**src/rtl/ddr_ctl1_arbiter.sv**
```systemverilog
// Two-port round-robin front end for a DdrCtl1 controller: serialises page
// reads/writes into LCK/LAx/LDx/ULK/WRP|RDP instruction bursts and acks the requester.

`ifndef DdrCtl1_NOP
`define DdrCtl1_NOP 4'h0
`define DdrCtl1_LCK 4'h1
`define DdrCtl1_ULK 4'h2
`define DdrCtl1_LA0 4'h3
`define DdrCtl1_LA1 4'h4
`define DdrCtl1_LA2 4'h5
`define DdrCtl1_LA3 4'h6
`define DdrCtl1_LD0 4'h7
`define DdrCtl1_LD1 4'h8
`define DdrCtl1_LD2 4'h9
`define DdrCtl1_LD3 4'hA
`define DdrCtl1_WRP 4'hB
`define DdrCtl1_RDP 4'hC
`endif

module ddr_ctl1_arbiter #(
    parameter int unsigned timeout_cycles = 1023
) (
    input  logic        clock,
    input  logic        reset,
    input  logic        req0_valid,
    input  logic        req0_write,
    input  logic [31:0] req0_addr,
    input  logic [31:0] req0_wdata,
    input  logic        req1_valid,
    input  logic        req1_write,
    input  logic [31:0] req1_addr,
    input  logic [31:0] req1_wdata,
    output logic        req0_ack,
    output logic        req1_ack,
    output logic [31:0] req0_rdata,
    output logic [31:0] req1_rdata,
    output logic [11:0] ctl_inst,
    output logic        ctl_inst_en,
    input  logic [31:0] ctl_page,
    input  logic        ctl_ready,
    output logic        busy,
    output logic        grant,
    output logic        error
);

    localparam int unsigned CW_RAW = $clog2(timeout_cycles + 1);
    localparam int unsigned CW     = (CW_RAW > 10) ? CW_RAW : 10;

    typedef enum logic [2:0] {
        IDLE,
        WAIT_RDY,
        ISSUE,
        DRAIN,
        WAIT_DONE,
        ACK
    } state_t;

    state_t        state_q, state_d;
    logic          ptr_q, ptr_d;
    logic          win_q, win_d;
    logic          write_q, write_d;
    logic [31:0]   addr_q, addr_d;
    logic [31:0]   wdata_q, wdata_d;
    logic [3:0]    step_q, step_d;
    logic [CW-1:0] cnt_q, cnt_d;
    logic          err_q, err_d;
    logic [11:0]   inst_q, inst_d;
    logic          inst_en_q, inst_en_d;
    logic          ack0_q, ack0_d;
    logic          ack1_q, ack1_d;
    logic [31:0]   rdata0_q, rdata0_d;
    logic [31:0]   rdata1_q, rdata1_d;
    logic          busy_q, busy_d;
    logic          grant_q, grant_d;

    logic [11:0]   seq_inst;
    logic [3:0]    last_step;
    logic [CW-1:0] cnt_inc;
    logic          timeout_hit;

    assign last_step   = write_q ? 4'd10 : 4'd6;
    assign cnt_inc     = cnt_q + CW'(1);
    assign timeout_hit = (cnt_inc == CW'(timeout_cycles));

    // Steps 5 and 6 are shared: data loads for a write, ULK/RDP for a read.
    always_comb begin
        seq_inst = {`DdrCtl1_NOP, 8'h00};
        case (step_q)
            4'd0:    seq_inst = {`DdrCtl1_LCK, 8'h00};
            4'd1:    seq_inst = {`DdrCtl1_LA0, addr_q[7:0]};
            4'd2:    seq_inst = {`DdrCtl1_LA1, addr_q[15:8]};
            4'd3:    seq_inst = {`DdrCtl1_LA2, addr_q[23:16]};
            4'd4:    seq_inst = {`DdrCtl1_LA3, addr_q[31:24]};
            4'd5:    seq_inst = write_q ? {`DdrCtl1_LD0, wdata_q[7:0]} : {`DdrCtl1_ULK, 8'h00};
            4'd6:    seq_inst = write_q ? {`DdrCtl1_LD1, wdata_q[15:8]} : {`DdrCtl1_RDP, 8'h00};
            4'd7:    seq_inst = {`DdrCtl1_LD2, wdata_q[23:16]};
            4'd8:    seq_inst = {`DdrCtl1_LD3, wdata_q[31:24]};
            4'd9:    seq_inst = {`DdrCtl1_ULK, 8'h00};
            4'd10:   seq_inst = {`DdrCtl1_WRP, 8'h00};
            default: seq_inst = {`DdrCtl1_NOP, 8'h00};
        endcase
    end

    always_comb begin
        state_d   = state_q;
        ptr_d     = ptr_q;
        win_d     = win_q;
        write_d   = write_q;
        addr_d    = addr_q;
        wdata_d   = wdata_q;
        step_d    = step_q;
        cnt_d     = cnt_q;
        err_d     = err_q;
        inst_d    = {`DdrCtl1_NOP, 8'h00};
        inst_en_d = 1'b0;
        ack0_d    = 1'b0;
        ack1_d    = 1'b0;
        rdata0_d  = rdata0_q;
        rdata1_d  = rdata1_q;
        busy_d    = (state_q != IDLE);
        grant_d   = (state_q != IDLE) ? win_q : 1'b0;

        case (state_q)
            IDLE: begin
                if (req0_valid || req1_valid) begin
                    win_d = (req0_valid && req1_valid) ? ptr_q : req1_valid;
                    if (win_d) begin
                        write_d = req1_write;
                        addr_d  = req1_addr;
                        wdata_d = req1_wdata;
                    end else begin
                        write_d = req0_write;
                        addr_d  = req0_addr;
                        wdata_d = req0_wdata;
                    end
                    cnt_d   = '0;
                    state_d = WAIT_RDY;
                end
            end
            WAIT_RDY: begin
                if (ctl_ready) begin
                    step_d  = '0;
                    state_d = ISSUE;
                end else if (timeout_hit) begin
                    err_d = 1'b1;
                    if (win_q) rdata1_d = '0;
                    else       rdata0_d = '0;
                    state_d = ACK;
                end else begin
                    cnt_d = cnt_inc;
                end
            end
            ISSUE: begin
                inst_d    = seq_inst;
                inst_en_d = 1'b1;
                if (step_q == last_step) state_d = DRAIN;
                else                     step_d  = step_q + 4'd1;
            end
            DRAIN: begin
                cnt_d   = '0;
                state_d = WAIT_DONE;
            end
            WAIT_DONE: begin
                if (ctl_ready) begin
                    if (!write_q) begin
                        if (win_q) rdata1_d = ctl_page;
                        else       rdata0_d = ctl_page;
                    end
                    state_d = ACK;
                end else if (timeout_hit) begin
                    err_d = 1'b1;
                    if (win_q) rdata1_d = '0;
                    else       rdata0_d = '0;
                    state_d = ACK;
                end else begin
                    cnt_d = cnt_inc;
                end
            end
            ACK: begin
                if (win_q) ack1_d = 1'b1;
                else       ack0_d = 1'b1;
                ptr_d   = ~win_q;
                state_d = IDLE;
            end
            default: state_d = IDLE;
        endcase
    end

    always_ff @(posedge clock or negedge reset) begin
        if (!reset) begin
            state_q   <= IDLE;
            ptr_q     <= 1'b0;
            win_q     <= 1'b0;
            write_q   <= 1'b0;
            addr_q    <= '0;
            wdata_q   <= '0;
            step_q    <= '0;
            cnt_q     <= '0;
            err_q     <= 1'b0;
            inst_q    <= {`DdrCtl1_NOP, 8'h00};
            inst_en_q <= 1'b0;
            ack0_q    <= 1'b0;
            ack1_q    <= 1'b0;
            rdata0_q  <= '0;
            rdata1_q  <= '0;
            busy_q    <= 1'b0;
            grant_q   <= 1'b0;
        end else begin
            state_q   <= state_d;
            ptr_q     <= ptr_d;
            win_q     <= win_d;
            write_q   <= write_d;
            addr_q    <= addr_d;
            wdata_q   <= wdata_d;
            step_q    <= step_d;
            cnt_q     <= cnt_d;
            err_q     <= err_d;
            inst_q    <= inst_d;
            inst_en_q <= inst_en_d;
            ack0_q    <= ack0_d;
            ack1_q    <= ack1_d;
            rdata0_q  <= rdata0_d;
            rdata1_q  <= rdata1_d;
            busy_q    <= busy_d;
            grant_q   <= grant_d;
        end
    end

    assign req0_ack    = ack0_q;
    assign req1_ack    = ack1_q;
    assign req0_rdata  = rdata0_q;
    assign req1_rdata  = rdata1_q;
    assign ctl_inst    = inst_q;
    assign ctl_inst_en = inst_en_q;
    assign busy        = busy_q;
    assign grant       = grant_q;
    assign error       = err_q;

endmodule

```
**config.mk**
```make
export PLATFORM = sky130hd
export DESIGN_NAME = ddr_ctl1_arbiter
export DESIGN_NICKNAME = d
export VERILOG_FILES = /design/src/rtl/ddr_ctl1_arbiter.sv
export SDC_FILE = /design/constraint.sdc
export NUM_CORES = 1
export LEC_CHECK = 0
export CORE_MARGIN = 4
export CORE_UTILIZATION = 50
export CTS_BUF_LIST = sky130_fd_sc_hd__clkbuf_8
export CTS_CLUSTER_SIZE = 25
export DETAILED_ROUTE_END_ITERATION = 12
export DONT_BUFFER_PORTS = 1
export PLACE_DENSITY = 0.62
export REMOVE_ABC_BUFFERS = 1
export SLEW_MARGIN = 20
export SYNTH_ARGS = -nofsm -noshare
export SYNTH_HDL_FRONTEND = slang
export SYNTH_SLANG_ARGS = --single-unit
```
**constraint.sdc**
```tcl
create_clock -name clock -period 2.01 [get_ports clock]
set_clock_uncertainty 0.05 [all_clocks]
set_input_delay 0.5025 -clock clock [delete_from_list [all_inputs] [get_ports clock]]
set_output_delay 0.5025 -clock clock [all_outputs]
set_load 0.01 [all_outputs]
```
### After elaboration in Yosys (flattened, before gate mapping)

Index checks and enable logic that the tools add are counted.

* bits in registers: 166
* input port bits: 167
* output and inout bits: 82
* logic and storage cells: 106

* $add $sub $neg: 2
* equal/unequal tests: 27
* muxes and demuxes: 42
* bitwise operators: 2
* reduce and logical (&&, ||, !) cells: 16

Operator list (count)
* two-way mux 32 bit: 14
* one-hot mux 12 bit (11 select lines): 1
* one-hot mux 32 bit (2 select lines): 2
* two-way mux 10 bit: 3
* one-hot mux 10 bit (3 select lines): 1
* two-way mux 11 bit: 2
* == test 4 x 3 -> 1 bit, second input constant: 4
* two-way mux 3 bit: 5
* one-hot mux 3 bit (5 select lines): 1
* != test 2 bit, second input constant: 7
* == test 4 bit, second input constant: 3
* two-way mux 12 bit: 1
* two-way mux 4 bit: 3
* AND reduction 4 bit: 3
* adder 10 x 1 -> 10 bit, second input constant: 1
* == test 10 bit, second input constant: 1
* != test 3 bit, second input constant: 3
* == test 4 x 2 -> 1 bit, second input constant: 2
* two-way mux 1 bit: 8
* one-hot mux 4 bit (2 select lines): 1
* == test 3 x 2 -> 1 bit, second input constant: 2
* == test 3 bit, second input constant: 2
* AND reduction 3 bit: 2
* nonzero test 3 bit: 2
* 12 further kinds: 15

### Depth between registers and ports, before layout

Gate-level depths: netlist of the first run.

* depth after elaboration: 5
* gate-level depth with buffers: 7
* mapped depth without buffers: 7

### Worst setup path after synthesis of the first run

No wires, ideal clock.

* path type: input-to-reg
* from: input port ctl_ready
* to: register rdata1_q[10], in the netlist req1_rdata[10]
* library setup time: 0.122 ns
* data arrival time: 1.694 ns
* required time: 1.838 ns
* setup slack: 0.145 ns
* cell stages on the path: 6
* cell sequence: buf_2 -> or3_4 -> a21oi_4 -> o21ai_2 -> buf_2 -> a32o_1

* word-level cells in the longest chain between the ends: 2

Ends and longest elaborated chain
* start: declaration: line 40 `input logic ctl_ready,`
* != test 3 bit (no source line) (tied with other cells)
* AND reduction 4 bit (no source line) / one-hot mux 32 bit (2 select lines) (equally long branches)
* end signal: assignment: line 223 `rdata1_q <= rdata1_d;`
* end: declaration: line 72 `logic [31:0] rdata1_q, rdata1_d;`

Parallel ways exist; a longest one is shown, timed or not.
A chain may end at the register's enable or synchronous reset.

### Final worst setup path of the first run

* from: register cnt_q[0]
* to: register rdata1_q[22], in the netlist req1_rdata[22]

* word-level cells in the longest chain between the ends: 5

Ends and longest elaborated chain
* start: declaration: line 65 `logic [CW-1:0] cnt_q, cnt_d;`
* start signal: assignment: line 216 `cnt_q <= cnt_d;`
* adder 10 x 1 -> 10 bit (*): line 82 `assign cnt_inc = cnt_q + CW'(1);`
* == test 10 bit (*): line 83 `assign timeout_hit = (cnt_inc == CW'(timeout_cycles));`
* two-way mux 32 bit (*)
* two-way mux 32 bit, on equally long branches
* one-hot mux 32 bit (2 select lines) (*)

Mark *: on every way between the ends. The rest lies on a longest branch, timed or not. The select of a mux whose other input is x is not followed.

==> results of run 1 <==
-- registers in the layout, summed over array words and instances, names as in the netlist --
signal / count
ptr_q: 1
addr_q: 32
req1_ack: 1
state_q: 3
ctl_inst_en: 1
req0_rdata: 32
grant: 1
busy: 1
wdata_q: 32
win_q: 1
req0_ack: 1
ctl_inst: 12
error: 1
req1_rdata: 32
step_q: 4
cnt_q: 10
write_q: 1
-- how the worst max path moves through the flow --
stage	startpoint	end	slack, ns	cells after the start
detailed placement	cnt_q[0]$_DFFE_PN0P_	req1_rdata[26]$_DFFE_PN0P_	0.05	7
global route	cnt_q[0]$_DFFE_PN0P_	req1_rdata[9]$_DFFE_PN0P_	-0.06	7
CTS	cnt_q[0]$_DFFE_PN0P_	req1_rdata[16]$_DFFE_PN0P_	0.05	7
finish	cnt_q[0]$_DFFE_PN0P_	req1_rdata[22]$_DFFE_PN0P_	0.01	7
global placement	cnt_q[0]$_DFFE_PN0P_	req0_rdata[2]$_DFFE_PN0P_	0.14	7
floorplan	state_q[0]$_DFFE_PN0P_	req0_rdata[0]$_DFFE_PN0P_	-3.77	4
-- where the power goes --
part	internal, mW	total [mW]	leakage [nW]	switching (mW)
sequential	4.67	5.94	2.14	1.27
combinational	1.71	3.83	1.52	2.12
clock	1.13	2.38	0.201	1.25
total	7.52	12.2	3.86	4.64
-- layer usage --
metal | part of all wire [%] | global-route usage [%] | up-vias
li1 | - | - | 2562
met1 | 40 | 26.9 | 2643
met2 | 50 | 36.3 | 231
met3 | 8.2 | 7.53 | 20
met4 | 1.9 | 6.94 | 0
met5 | 0 | 0 | -
-- final cells by class --
class	count	area (um^2)	share of cell area, %
clock buffers	21	289	3.44
flip-flops and latches	166	4160	49.4
inverters	12	45.0	0.536
repair buffers	35	372	4.42
well taps	184	230	2.74
clock inverters	11	114	1.35
multi-input cells	452	3200	38.1
-- per-stage QoR --
stage	cells	area, um^2	total power [mW]
after detailed placement	845	7920	9.84
after floorplan	630	7340	8.33
after CTS	877	8320	12.3
final	881	8410	12.2
after global routing	881	8410	13.1
after global placement	845	7920	9.61
-- what timing repair did --
action                     4_1_cts  5_1_grt
hold endpoints to repair       166      166
buffers inserted                 0        3
setup endpoints to repair        0       72
resized for setup                0        9
-- logic make-up after synthesis --
| group | share of synthesized area [%] |
|---|---|
| muxes | 9.25 |
| adders and majority gates | 0.986 |
| DFF | 54.6 |
| and+or+nand+nor | 9.63 |
| AOI/OAI and AO/OA | 21.0 |
| buffers and inverters | 4.14 |
| xor gates and xnor gates | 0.460 |
-- critical path, cell delays in order (launching register included) --
cell	delay (ns)
dfrtp_2	0.44
ha_2	0.21
xor2_1	0.15
nand2b_1	0.13
nor4b_2	0.31
o21ai_2	0.17
clkbuf_16	0.22
a32o_1	0.21
-- layout by cell type (no fill, tap or decap), drive strengths merged, types with 9 or more instances in the layout --
| cell | Yosys | routed |
|---|---|---|
| nand3 | 10 | 10 |
| a32o | 64 | 64 |
| o21ai | 82 | 82 |
| nand2 | 92 | 92 |
| mux2i | 67 | 67 |
| clkbuf | 20 | 22 |
| inv | 12 | 16 |
| buf | 37 | 34 |
| a21oi | 11 | 11 |
| nor3 | 10 | 10 |
| nor2b | 10 | 10 |
| nor2 | 12 | 12 |
| dfrtp | 166 | 166 |
| a221oi | 9 | 9 |
==> out/results.ini, run 1 <==
[yosys]
synthDominantCellAreaShare_pct = 54.6
synth-main-ff-cell = dfrtp_1
ys_ff_latch = 166
ys_seq_area_share_pct = 54.6
synth.distinct_cells = 53
synth-edff-count = 0
ys_top_cells_by_area = dfrtp_1 55%, mux2i_1 8.8%, a32o_1 8.4%
ys_warn_count = 0
async_flop_share_pct = 100
synth_common_cells = 166 x dfrtp_1, 92 x nand2_1, 78 x o21ai_0, 67 x mux2i_1, 64 x a32o_1
syn_area_per_cell_um2 = 11.1
syn_area_um2 = 7610
netlist_instances = 687
yosys.area.top_type = dfrtp_1
yosysMostFrequentCell = dfrtp_1

[placed_design]
dp_slack_ns = 0.0519
hpwl_um = 13200
gp_congestion = 0.863
io_buffers = 0

[finish]
num_antenna_cells = 0
num-fill-cells = 1253
drive_gt1_share_pct = 12.9
num-nets-final = 857
syn2layout_area_growth_pct = 10.4
final_util_pct = 57.2

[sta]
slew_headroom_pct = 71.7
fmax_mhz = 501
hold_viol = 166
layout_setup_ws_ns = 0.0120
finalMaxSlewViolations = 0
holdWs_ns = -0.319
min_period_over_period_pct = 99.4
setup_viol = 0
period_minus_slack_ns = 2.00
rsz0062_at_grt = yes
worst-slew-pin-transition_ns = 0.422
tns_ns = 0

[grt]
antenna_found_initial = 0
grtUsageTotal_pct = 21.8
grt_first_pass_wirelength_um = 30400
grt_overflow = 0
grt_pass1_vias = 5694
grt_max_degree = 167

[routing]
wl_per_cell_um = 21.6
vias_per_cell = 6.19
antenna_left = 0
firstDrtPassIters = 5
routed_wl_um = 19000
vias = 5456
remaining_drc_errors = 0
first_iter_violations = 336

[clock_network]
cts-root-buf = clkbuf_8
cts_made_buffers = 17
cts_tree = done
clk_latency_ns = 0.46
clk_pin_slew_ns = 0.09
clock_sinks = 166
h-tree-depth = 4
cts_buffer_depth = 2

[pwr]
p_leak_nw = 3.86
power-per-cell-area_nw_per_um2 = 1450
peakVddDrop_v = 0.000538

[critical_path]
path_class = reg2reg
r2r_end = req1_rdata[22]$_DFFE_PN0P_
worstReg2RegStart = cnt_q[0]$_DFFE_PN0P_
reg2reg_depth = 7
cp-end-kind = flip-flop
worst_ep_arrival_time_ns = 2.30
cp-start-kind = flip-flop
ff2ff_setup_slack_ns = 0.01
required_ns = 2.31
worst-path-max-fanout = 16

[floorplanning]
rows = 44
die-area_um2 = 17300
fp.dieH_um = 131
die_w_um = 131
ioPinCount = 249
fp.coreArea_um2 = 14700
start_util_pct = 51.8

[run]
cap_viol_max_count = 0

[status]
outcome = finished, violations left
violations = negative hold slack

[min_path]
hp-class = in2async

Power figures use the tool's default switching activity.
==> inputs of run 2 (changes only) <==
--- a/config.mk
+++ b/config.mk
@@ -7,3 +7,3 @@
 export LEC_CHECK = 0
-export CORE_MARGIN = 4
+export CORE_MARGIN = 2
 export CORE_UTILIZATION = 50
--- a/constraint.sdc
+++ b/constraint.sdc
@@ -4,2 +4,2 @@
 set_output_delay 0.5025 -clock clock [all_outputs]
-set_load 0.01 [all_outputs]
+set_load 0.005 [all_outputs]
==> run 2 against run 1 <==
  * The run still ends with negative hold slack left
  * Wire length decreased by 3.3%
  * Sequential share of layout area increased by 0.11 points
  * First-iteration DRC count increased by 24%
  * Hold slack improved by 0.0085 ns
  * Critical path depth unchanged
  * Combinational power about the same
  * Maximum frequency increased by 4.7%
  * Critical endpoint is now req1_rdata[26]$_DFFE_PN0P_
  * Largest cell class unchanged
==> out/results.ini, run 2 (synthesis results as in run 1) <==
[placed_design]
hpwl_um = 12700  ; was 13200 um
dpl_cell_area_um2 = 7940  ; was 7920 um^2
gp_congestion = 0.847  ; was 0.863
io_buffers = 0  ; unchanged
dp_slack_ns = 0.0350  ; was 0.0519 ns

[sta]
worst-slew-pin-transition_ns = 0.624  ; was 0.422 ns
fmax_mhz = 524  ; was 501 MHz
setup_viol = 0  ; unchanged
rsz0062_at_grt = no  ; was yes
period_minus_slack_ns = 1.91  ; was 2.00 ns
layout_setup_ws_ns = 0.101  ; was 0.0120 ns
hold_viol = 166  ; unchanged
holdWs_ns = -0.310  ; was -0.319 ns
slew_headroom_pct = 58.2  ; was 71.7%
min_period_over_period_pct = 95.0  ; was 99.4%
finalMaxSlewViolations = 0  ; unchanged

[clock_network]
cts-root-buf = clkbuf_8  ; unchanged
clock_sinks = 166  ; unchanged
post_cts.repair.setup_buffers = 0  ; unchanged
clk_latency_ns = 0.46  ; about the same
h-tree-depth = 4  ; unchanged
clk_pin_slew_ns = 0.09  ; about the same
cts_buffer_depth = 2  ; unchanged
cts_tree = done  ; unchanged
cts_made_buffers = 17  ; unchanged

[status]
violations = negative hold slack  ; unchanged
outcome = finished, violations left  ; unchanged

[floorplanning]
die-area_um2 = 16200  ; was 17300 um^2
fp.coreArea_um2 = 15000  ; was 14700 um^2
rows = 45  ; was 44
die_w_um = 127  ; was 131 um
ioPinCount = 249  ; unchanged
start_util_pct = 50.6  ; was 51.8%
fp.dieH_um = 127  ; was 131 um

[grt]
antenna_found_initial = 0  ; unchanged
grt_overflow = 0  ; unchanged
grtUsageTotal_pct = 22.6  ; was 21.8%
grt_first_pass_wirelength_um = 28500  ; was 30400 um
grt_max_degree = 167  ; unchanged
grt_pass1_vias = 5317  ; was 5694

[pwr]
power-per-cell-area_nw_per_um2 = 1440  ; was 1450 nW/um^2
p_total_mw = 12.1  ; was 12.2 mW
peakVddDrop_v = 0.000635  ; was 0.000538 V
p_leak_nw = 3.86  ; about the same

[routing]
firstDrtPassIters = 6  ; was 5
vias = 5533  ; was 5456
routed_wl_um = 18400  ; was 19000 um
vias_per_cell = 6.26  ; was 6.19
wl_per_cell_um = 20.8  ; was 21.6 um
first_iter_violations = 416  ; was 336
remaining_drc_errors = 0  ; unchanged
antenna_left = 0  ; unchanged

[run]
cap_viol_max_count = 0  ; unchanged

[critical_path]
worst-path-max-fanout = 32  ; was 16
path_class = reg2reg  ; unchanged
cp-end-kind = flip-flop  ; unchanged
reg2reg_depth = 7  ; unchanged
required_ns = 2.31  ; about the same
cp-start-kind = flip-flop  ; unchanged
worst_ep_arrival_time_ns = 2.21  ; was 2.30 ns

[finish]
syn2layout_area_growth_pct = 10.2  ; was 10.4%
num_antenna_cells = 0  ; unchanged
drive_gt1_share_pct = 12.2  ; was 12.9%
num-nets-final = 857  ; unchanged
final_util_pct = 55.8  ; was 57.2%
final_common_cell = dfrtp_1  ; unchanged
post-route-cell-area_um2 = 8390  ; was 8410 um^2
layout_common_cells = 165 x dfrtp_1, 92 x nand2_1, 78 x o21ai_0, 67 x mux2i_1, 64 x a32o_1  ; was 164 x dfrtp_1, 92 x nand2_1, 78 x o21ai_0, 67 x mux2i_1, 64 x a32o_1

[min_path]
hp-class = in2async  ; unchanged

==> run 2: cell types whose count changed in the layout (fill, tap and decap cells not counted), sizes merged <==
cell,delta
inv,+2
clkinvlp,-1
buf,+1
bufinv,+2
clkbuf,-5
==> run 2: final timing paths <==
path / startpoint / endpoint / slack (ns)
min: reset / busy$_DFF_PN0_ / -0.31
max in group asynchronous: reset / cnt_q[0]$_DFFE_PN0P_ / 1.85
min in group clock: ctl_page[8] / req1_rdata[8]$_DFFE_PN0P_ / 0.15
min reg2reg: wdata_q[12]$_DFFE_PN0P_ / wdata_q[12]$_DFFE_PN0P_ / 0.44
max: cnt_q[0]$_DFFE_PN0P_ / req1_rdata[26]$_DFFE_PN0P_ / 0.10
max reg2reg: cnt_q[0]$_DFFE_PN0P_ / req1_rdata[26]$_DFFE_PN0P_ / 0.10
==> run 2: where the power goes <==
group          switching (mW)  internal, mW  total (mW)
Clock                    1.29          1.26        2.55
Sequential               1.03          4.67        5.70
Combinational            2.15          1.71        3.86
==> run 2: area by class of cell <==
class	count	area, um^2
Inverter	12	45.0
Clock inverter	14	190
Clock buffer	17	234
Timing Repair Buffer	35	345
Multi-Input combinational cell	452	3180
Fill cell	1301	6650
Sequential cell	166	4160
Tap cell	188	235
==> run 2: worst max-delay path, stage by stage (launching register included) <==
cell,delay [ns]
dfrtp_2,0.45
ha_2,0.22
xor2_1,0.14
nand2b_1,0.15
nor4b_2,0.27
o21ai_2,0.10
buf_12,0.18
a32o_1,0.22
==> run 2: metal layers <==
layer	track usage, %	vias to the layer above	wire length (um)
li1	-	2564	-
met1	28.6	2717	7500
met2	37.4	234	9090
met3	7.08	18	1490
met4	6.98	0	279
met5	0	-	0
==> run 2: stage by stage <==
stage | hold slack (ns) | std cells | setup TNS (ns)
6_report | -0.310 | 884 | 0
2_1_floorplan | 0.157 | 630 | -473.92
4_1_cts | -0.350 | 884 | 0
5_1_grt | -0.353 | 884 | 0
3_5_place_dp | 0.162 | 853 | 0
3_3_place_gp | 0.161 | 853 | 0
==> run 2: repair_timing <==
action / in CTS / in global routing
setup endpoints to repair: 0 / 65
gates resized for setup: 0 / 6
hold endpoints to repair: 166 / 166
